### src/rtl/band_tone_generator.sv
// Band tone generator: mixes up to n_bands triangle tones into one saturated
// signed sample per sample period, processing one band per clock.
module band_tone_generator #(
   parameter int clk_mhz        = 50,
   parameter int sample_rate_hz = 48000,
   parameter int n_bands        = 12,
   parameter int freq [n_bands] = '{132, 152, 174, 200, 230, 264, 303, 348, 400, 458, 525, 600},
   parameter int w_sound        = 16
) (
   input  logic                      clk,
   input  logic                      rst,
   input  logic [n_bands-1:0]        band_en,
   input  logic [3:0]                amplitude,
   output logic signed [w_sound-1:0] sound,
   output logic                      sample_valid,
   output logic                      clip
);

   localparam longint P        = (longint'(clk_mhz) * 1000000) / sample_rate_hz;
   localparam int     CNT_W    = $clog2(P);
   localparam int     KW       = (n_bands > 1) ? $clog2(n_bands) : 1;
   localparam longint TERM_MAX = longint'(1024) * 15 * n_bands;
   localparam int     ACC_NEED = $clog2(TERM_MAX + 1) + 1;
   localparam int     ACC_A    = (ACC_NEED > 20) ? ACC_NEED : 20;
   localparam int     ACC_W    = (ACC_A > w_sound + 1) ? ACC_A : w_sound + 1;

   localparam logic signed [ACC_W-1:0] S_MAX = ACC_W'((longint'(1) << (w_sound - 1)) - 1);
   localparam logic signed [ACC_W-1:0] S_MIN = ~S_MAX;

   // The whole band sweep plus saturation must fit between two ticks.
   if (P < n_bands + 3) begin : g_period_check
      $error("band_tone_generator: sample period too short for n_bands");
   end

   logic [23:0] inc_tbl [n_bands];
   for (genvar g = 0; g < n_bands; g++) begin : g_inc
      localparam longint INC = ((longint'(freq[g]) << 25) + sample_rate_hz) /
                               (2 * longint'(sample_rate_hz));
      assign inc_tbl[g] = INC[23:0];
   end

   function automatic logic signed [w_sound-1:0] saturate(input logic signed [ACC_W-1:0] a);
      if (a > S_MAX)      saturate = {1'b0, {(w_sound-1){1'b1}}};
      else if (a < S_MIN) saturate = {1'b1, {(w_sound-1){1'b0}}};
      else                saturate = a[w_sound-1:0];
   endfunction

   function automatic logic is_clipped(input logic signed [ACC_W-1:0] a);
      return (a > S_MAX) || (a < S_MIN);
   endfunction

   logic [CNT_W-1:0] tick_cnt;
   logic             tick;

   assign tick = (tick_cnt == CNT_W'(P - 1));

   always_ff @(posedge clk or posedge rst) begin
      if (rst)       tick_cnt <= '0;
      else if (tick) tick_cnt <= '0;
      else           tick_cnt <= tick_cnt + 1'b1;
   end

   typedef enum logic [1:0] {IDLE, ACCUM, SAT} state_t;

   state_t                   state;
   logic [KW-1:0]            k;
   logic [n_bands-1:0]       en_lat;
   logic [3:0]               amp_lat;
   logic signed [ACC_W-1:0]  acc;
   logic [23:0]              phase [n_bands];

   logic [23:0]              cur_phase;
   logic [10:0]              u;
   logic signed [11:0]       tri_v;
   logic signed [16:0]       term;

   // Triangle from the pre-update phase: fold the top half back down.
   always_comb begin
      cur_phase = phase[k];
      u         = cur_phase[23] ? ~cur_phase[22:12] : cur_phase[22:12];
      tri_v     = $signed({1'b0, u}) - 12'sd1024;
      if (en_lat[k]) term = tri_v * $signed({1'b0, amp_lat});
      else           term = 17'sd0;
   end

   always_ff @(posedge clk or posedge rst) begin
      if (rst) begin
         state        <= IDLE;
         k            <= '0;
         en_lat       <= '0;
         amp_lat      <= '0;
         acc          <= '0;
         sound        <= '0;
         clip         <= 1'b0;
         sample_valid <= 1'b0;
         for (int i = 0; i < n_bands; i++) phase[i] <= '0;
      end else begin
         sample_valid <= 1'b0;
         case (state)
            IDLE: begin
               if (tick) begin
                  en_lat  <= band_en;
                  amp_lat <= amplitude;
                  acc     <= '0;
                  k       <= '0;
                  state   <= ACCUM;
               end
            end
            ACCUM: begin
               acc      <= acc + ACC_W'(term);
               phase[k] <= phase[k] + inc_tbl[k];
               if (k == KW'(n_bands - 1)) state <= SAT;
               else                       k     <= k + 1'b1;
            end
            SAT: begin
               sound        <= saturate(acc);
               clip         <= is_clipped(acc);
               sample_valid <= 1'b1;
               state        <= IDLE;
            end
            default: state <= IDLE;
         endcase
      end
   end

endmodule

### config.mk
export PLATFORM = sky130hd
export DESIGN_NAME = band_tone_generator
export DESIGN_NICKNAME = d
export VERILOG_FILES = /design/src/rtl/band_tone_generator.sv
export SDC_FILE = /design/constraint.sdc
export NUM_CORES = 1
export LEC_CHECK = 0
export BUFFER_PORTS_ARGS = -buffer_cell sky130_fd_sc_hd__buf_2
export CORE_MARGIN = 2
export CORE_UTILIZATION = 40
export DETAILED_ROUTE_END_ITERATION = 16
export HOLD_SLACK_MARGIN = 0.02
export PLACE_DENSITY = 0.66
export SLEW_MARGIN = 20
export SYNTH_ARGS = -nofsm -noshare
export SYNTH_HDL_FRONTEND = slang
export SYNTH_SLANG_ARGS = --single-unit
export TNS_END_PERCENT = 10
### constraint.sdc
create_clock -name clk -period 32.2 [get_ports clk]
set_input_delay 3.22 -clock clk [delete_from_list [all_inputs] [get_ports clk]]
set_output_delay 3.22 -clock clk [all_outputs]
set_load 0.005 [all_outputs]
# After elaboration in Yosys (flattened, before gate mapping)

Memory sizes are Yosys's and may differ from the RTL's.
Cells that the tools add are included.

ROM bits: 384
Input bits: 18
Bits in writable memories: 0
Memories: 1
Output and inout bits: 18
Word-level logic and storage cells: 74
Latch bits: 0
Bits in registers: 359

Shift operators: 0
Multiply operators: 1
Divide/modulo/power cells: 0
$lt $le $gt $ge: 5
Bitwise gates (word level): 2
$add $sub $neg: 5
Muxes and demuxes: 24
Reduce and logical (&&, ||, !) cells: 8
Equal/unequal tests: 7

Memories:

| name             | depth | width | rd ports | clocked after memory_dff | write ports | RTL line | RTL |
|---|---|---|---|---|---|---|---|
| (name not given) | 16    | 24    | 1        | 0                        | 0           | 111      | `phase[k] <= phase[k] + inc_tbl[k];` |

Operator list:

| kind                                                                              | number |
|---|---|
| 288-bit bitwise mux                                                               | 1 |
| 24-bit 2-to-1 mux                                                                 | 5 |
| 24-bit binary-select mux with 4-bit select                                        | 1 |
| 24-bit demux with 4-bit select                                                    | 1 |
| 20-bit case mux with 2 select lines                                               | 1 |
| 16-bit 2-to-1 mux                                                                 | 2 |
| 24-bit adder                                                                      | 1 |
| 11-bit 2-to-1 mux                                                                 | 2 |
| 20-bit by 17-bit adder with 20-bit output                                         | 1 |
| 20-bit by 16-bit greater-than comparator with 1-bit output, second input constant | 1 |
| 20-bit by 16-bit < comparator with 1-bit output, second input constant            | 1 |
| 20-bit 2-to-1 mux                                                                 | 1 |
| 12-bit by 5-bit multiplier with 17-bit output                                     | 1 |
| 17-bit 2-to-1 mux                                                                 | 1 |
| 11-bit by 11-bit subtractor with 12-bit output, second input constant             | 1 |
| 11-bit by 1-bit adder with 11-bit output, second input constant                   | 1 |
| 11-bit == test, second input constant                                             | 1 |
| 11-bit inverter                                                                   | 1 |
| 4-bit 2-to-1 mux                                                                  | 2 |
| 4-bit case mux with 2 select lines                                                | 1 |
| 2-bit inequality test, second input constant                                      | 3 |
| 2-bit AND reduction                                                               | 3 |
| 5-bit >= comparator, second input constant                                        | 1 |
| 4-bit by 5-bit < comparator with 1-bit output, second input constant              | 1 |
| 15 further kinds                                                                  | 17 |

# Logic depth before layout (Yosys ltp)

Depth in word-level cells: 11
Depth in mapped cells: 34
Mapped depth without buffers: 30

# Worst setup path before layout

No wires, ideal clock.

Path type: flip-flop to flip-flop
Start point: register k[1]
End point: register acc[19]
Arrival time: 6.559 ns
Period minus slack after synthesis: 6.697 ns
Buffers on the path: 5
Data required time: 32.062 ns
Library setup time: 0.138 ns
Slack: 25.503 ns
Cell stages (with the launch flop): 33
Cells stage by stage: dfrtp_1 > buf_4 > buf_4 > buf_2 > buf_4 > mux4_2 > o2bb2ai_1 > buf_4 > xor2_1 > and2_1 > ha_1 > inv_1 > fa_1 > fa_1 > inv_1 > ha_1 > a211oi_1 > nor2_1 > nor2_1 > o21bai_1 > a21o_1 > a21oi_1 > xor2_1 > nor2_1 > ha_1 > nor2_1 > nor2_1 > o2111ai_1 > a31oi_1 > o211ai_1 > and4_1 > a2111oi_0 > a31oi_1

Cells in the longest elaborated chain, start to end: 11
Elaborated cells between the ends (all ways): 13
Classes of those cells: add/sub: 2; mul: 1; mux: 8; bitwise: 2

Ends and longest elaborated chain:

| what                                                   | RTL line | RTL |
|---|---|---|
| start: declaration                                     | 66       | `logic [KW-1:0] k;` |
| start signal: assignment                               | 113      | `else k <= k + 1'b1;` |
| 4-bit inverter with 5-bit output (implied by the code) | 79       | `cur_phase = phase[k];` |
| 24-bit binary-select mux with 4-bit select             | 79       |  |
| 24-bit 2-to-1 mux (implied by the code) (2 in series)  | 79       |  |
| 11-bit inverter                                        | 80       | `u = cur_phase[23] ? ~cur_phase[22:12] : cur_phase[22:12];` |
| 11-bit 2-to-1 mux                                      | 80       |  |
| 11-bit by 11-bit subtractor with 12-bit output         | 81       | `tri_v = $signed({1'b0, u}) - 12'sd1024;` |
| 12-bit by 5-bit multiplier with 17-bit output          | 82       | `if (en_lat[k]) term = tri_v * $signed({1'b0, amp_lat});` |
| 17-bit 2-to-1 mux *                                    | 82       |  |
| 20-bit by 17-bit adder with 20-bit output *            | 110      | `acc <= acc + ACC_W'(term);` |
| 20-bit case mux with 2 select lines *                  | 99       | `case (state)` |
| end signal: assignment                                 | 110      |  |
| end: declaration                                       | 69       | `logic signed [ACC_W-1:0] acc;` |

Every way passes the cells marked *; elsewhere a longest branch is shown, timed or not. The select of a mux whose other input is x is not followed.
A chain may end at the register's enable or synchronous reset.

# Final worst setup path

Ends and elaborated chain as after synthesis.

==> metrics.txt <==
status=finished, final reports clean; r2r endpoint=acc[19]; Multi-input gate area=roughly 10,000 µm²; Final Cycle Share=about 26%; max incr delay on CP=990 ps; Gate Count Post-Synth=1,929; total power=0.929 mW; DRC Markers=0; Cell variety after synth=64; GRT met2 Usage=~32%; clock sink count=359; R2R setup slack=about 24,000 ps; Num CTS Buffers=39; Required @ worst endpoint=roughly 33,000 ps; FMAX=~120 MHz; Design Area, Final=between 20,000 and 25,000 µm²; Synth area leaders=dfrtp_1, mux4_2, mux2_2; Hold Crit Class=register to register; Synth top cells by count=dfrtp_1, nand2_1, o21ai_0; CP Max Fanout=between 40 and 50; pin count of the biggest net entering global routing=between 150 and 200; postcts setup bufs=0; number of global-route vias before repair=approximately 15,000; setup_tns=0 ps; Die X=approximately 230 µm; Final GP Congestion=about 0.87; number of synthesized register bits=359; Cell Area, Placed=20,800 µm²; cell with the most instances after synthesis=dfrtp_1; area grow syn2layout=9.81%; CP Class=register to register; PortBufs=35; cell area after synthesis=20,200 µm²; GRT Util Overall=a little under a fifth; first-pass GRT wire length=approximately 80,000 µm; top-area cell type share of the netlist area=44.5%; busiest grt layer=met2; Nets=~2,000; fin. max-slew vios=0; level count of the clock H-tree=2; CTS tree=done; crit path from=k[1]; num rows=82; Avg Inst Size Synth=between 10 and 15 µm²; Hold WS=about 480 ps; FFs w/ async S/R, synth=between 90% and 100%; starting DRC count in detailed routing=1,105; Worst Setup Start Kind=register; Crit. End Element=register; Max-Cap Viols=0; ANT nets after route=0; diodes inserted=0; HPWL after DPL=between 30,000 and 40,000 µm; Initial Util=roughly two fifths; layout cells sized above 1=18.0%; cell taking the most area after synthesis=dfrtp_1; worst slew pin tran=between 1000 and 1500 ps; CP Capture Point=acc[19]; Top FF cell, synth=dfrtp_1; Pwr Density=41.9 nW/µm²; slew margin rel.=roughly a quarter; critical path arrival=8710 ps; clk buf depth=3; Peak VDD IR=approximately 44 µV; CTS Root Cell=clkbuf_16; worst r2r src=k[1]; minimum clock period=8280 ps; RSZ-0062 raised after global routing=no; vias per cell=roughly 5.6; CTS resizes=0; GR Layer Usage met1=24.8%; M3 GR Usage=under 10%; DIE HEIGHT=around 230 µm; TritonRoute pass-1 iters=5; Seq. cell area=8990 µm²; CP max-delay cell=dfrtp_4; Post-synth EDFFs=0; Worst Skew=between 20 and 30 ps; Post-CTS Hold Buffers=0; Setup Viol. Count Final=0; initial antenna violation count=0; Leak Pwr=10.4 nW; synthesis warning total=0; via count=14,526; fillcell total=between 4,000 and 5,000; global route total overflow=0; clock slew at reported path FFs=about 60 ps; Core ar.=between 40,000 and 50,000 µm²; post-synthesis sequential area ratio=44.5%; Post-Syn Nets=just over 2,000; final hold vios=0; wire per inst=18.9 µm; die area=~52,000 µm²; Routed WL=just under 50,000 µm; # IOs=36; reg2reg path depth=29; worst skew pair latency=about 560 ps
[sequential cells by signal (all words and copies together), names as in the netlist, 2 cells and up]
register,flops
k,4
acc,20
en_lat,12
sound,16
state,2
tick_cnt,11
amp_lat,4
phase,288
[cell families after synthesis]
kind of cell | count (synthesis) | share of synthesized area (%)
buf+inv | 225 | 4.58
compound gates | 445 | 13.3
xor+xnor | 63 | 2.74
mux | 218 | 16.1
simple gates | 519 | 11.5
fa+ha+maj | 100 | 7.17
flops | 359 | 44.5
[where the power goes]
| group | internal [mW] | leakage, nW | switching, mW | total (mW) |
|---|---|---|---|---|
| Combinational | 0.00109 | 4.69 | 0.00887 | 0.00997 |
| Clock | 0.275 | 0.666 | 0.193 | 0.467 |
| Sequential | 0.451 | 5.00 | 0 | 0.451 |
[cell usage in the layout, fill, tap and decap left out, drive strengths merged, types with 7 or more instances in the layout]
cell | Yosys | routed
a31oi | 8 | 8
o211ai | 7 | 7
xor2 | 28 | 28
a21oi | 69 | 69
xnor2 | 35 | 35
mux2i | 26 | 26
o311ai | 12 | 12
nand3 | 41 | 41
nand2b | 8 | 8
nor2 | 75 | 75
mux2 | 118 | 118
inv | 80 | 85
a211oi | 7 | 7
and2 | 33 | 33
clkbuf | 109 | 59
or4 | 24 | 24
ha | 74 | 74
a21o | 26 | 26
dfrtp | 359 | 359
o21bai | 12 | 12
o22ai | 11 | 11
a211o | 13 | 13
mux4 | 74 | 74
fa | 26 | 26
nand2 | 294 | 294
o31ai | 27 | 27
o2111ai | 12 | 12
o21ai | 223 | 223
nor3 | 16 | 16
buf | 36 | 54
o21a | 7 | 7
[per-stage QoR]
stage / util [%] / std cells / worst slack, ps
after global routing: 44.3 / 2581 / 23320
after floorplan: - / 1929 / 19020
after global placement: 41.6 / 2510 / 24100
after detailed placement: 41.6 / 2510 / 24030
final: 44.3 / 2581 / 23920
after CTS: 44.3 / 2581 / 24000
[per-layer routing]
| layer | wire (µm) | vias to the layer above |
|---|---|---|
| met5 | 0 | - |
| li1 | - | 6738 |
| met3 | 2660 | 88 |
| met2 | 23700 | 420 |
| met4 | 1480 | 0 |
| met1 | 21000 | 7280 |
[worst min path at each step]
stage                            end  cells after the start  slack [ps]        from
after detailed placement  phase[109]                      2         470  phase[109]
after global placement     phase[37]                      2         450   phase[37]
after CTS                 phase[109]                      2         480  phase[109]
final                     phase[253]                      2         480  phase[253]
after global routing      phase[101]                      2         500  phase[101]
after floorplan           phase[133]                      2         440  phase[133]
[area by class of cell]
| class | count | area share (%) |
|---|---|---|
| Clock buffer | 59 | 5.38 |
| Clock inverter | 12 | 0.712 |
| Inverter | 80 | 1.40 |
| Multi-Input combinational cell | 1345 | 46.6 |
| Sequential cell | 359 | 40.6 |
| Tap cell | 672 | 3.80 |
| Timing Repair Buffer | 54 | 1.49 |
[worst max-delay path, delay by kind of cell, from the launching register on]
| family | cells | cell delay (ps) |
|---|---|---|
| multiplexers | 2 | 410 |
| AND/OR/NAND/NOR | 6 | 850 |
| flip-flops | 1 | 990 |
| XOR/XNOR | 2 | 430 |
| AO/OA/AOI/OAI | 11 | 2700 |
| adder cells (fa/ha/maj) | 5 | 2030 |
| buffers and inverters | 3 | 720 |
No activity file was read; power rests on OpenSTA's default activity.
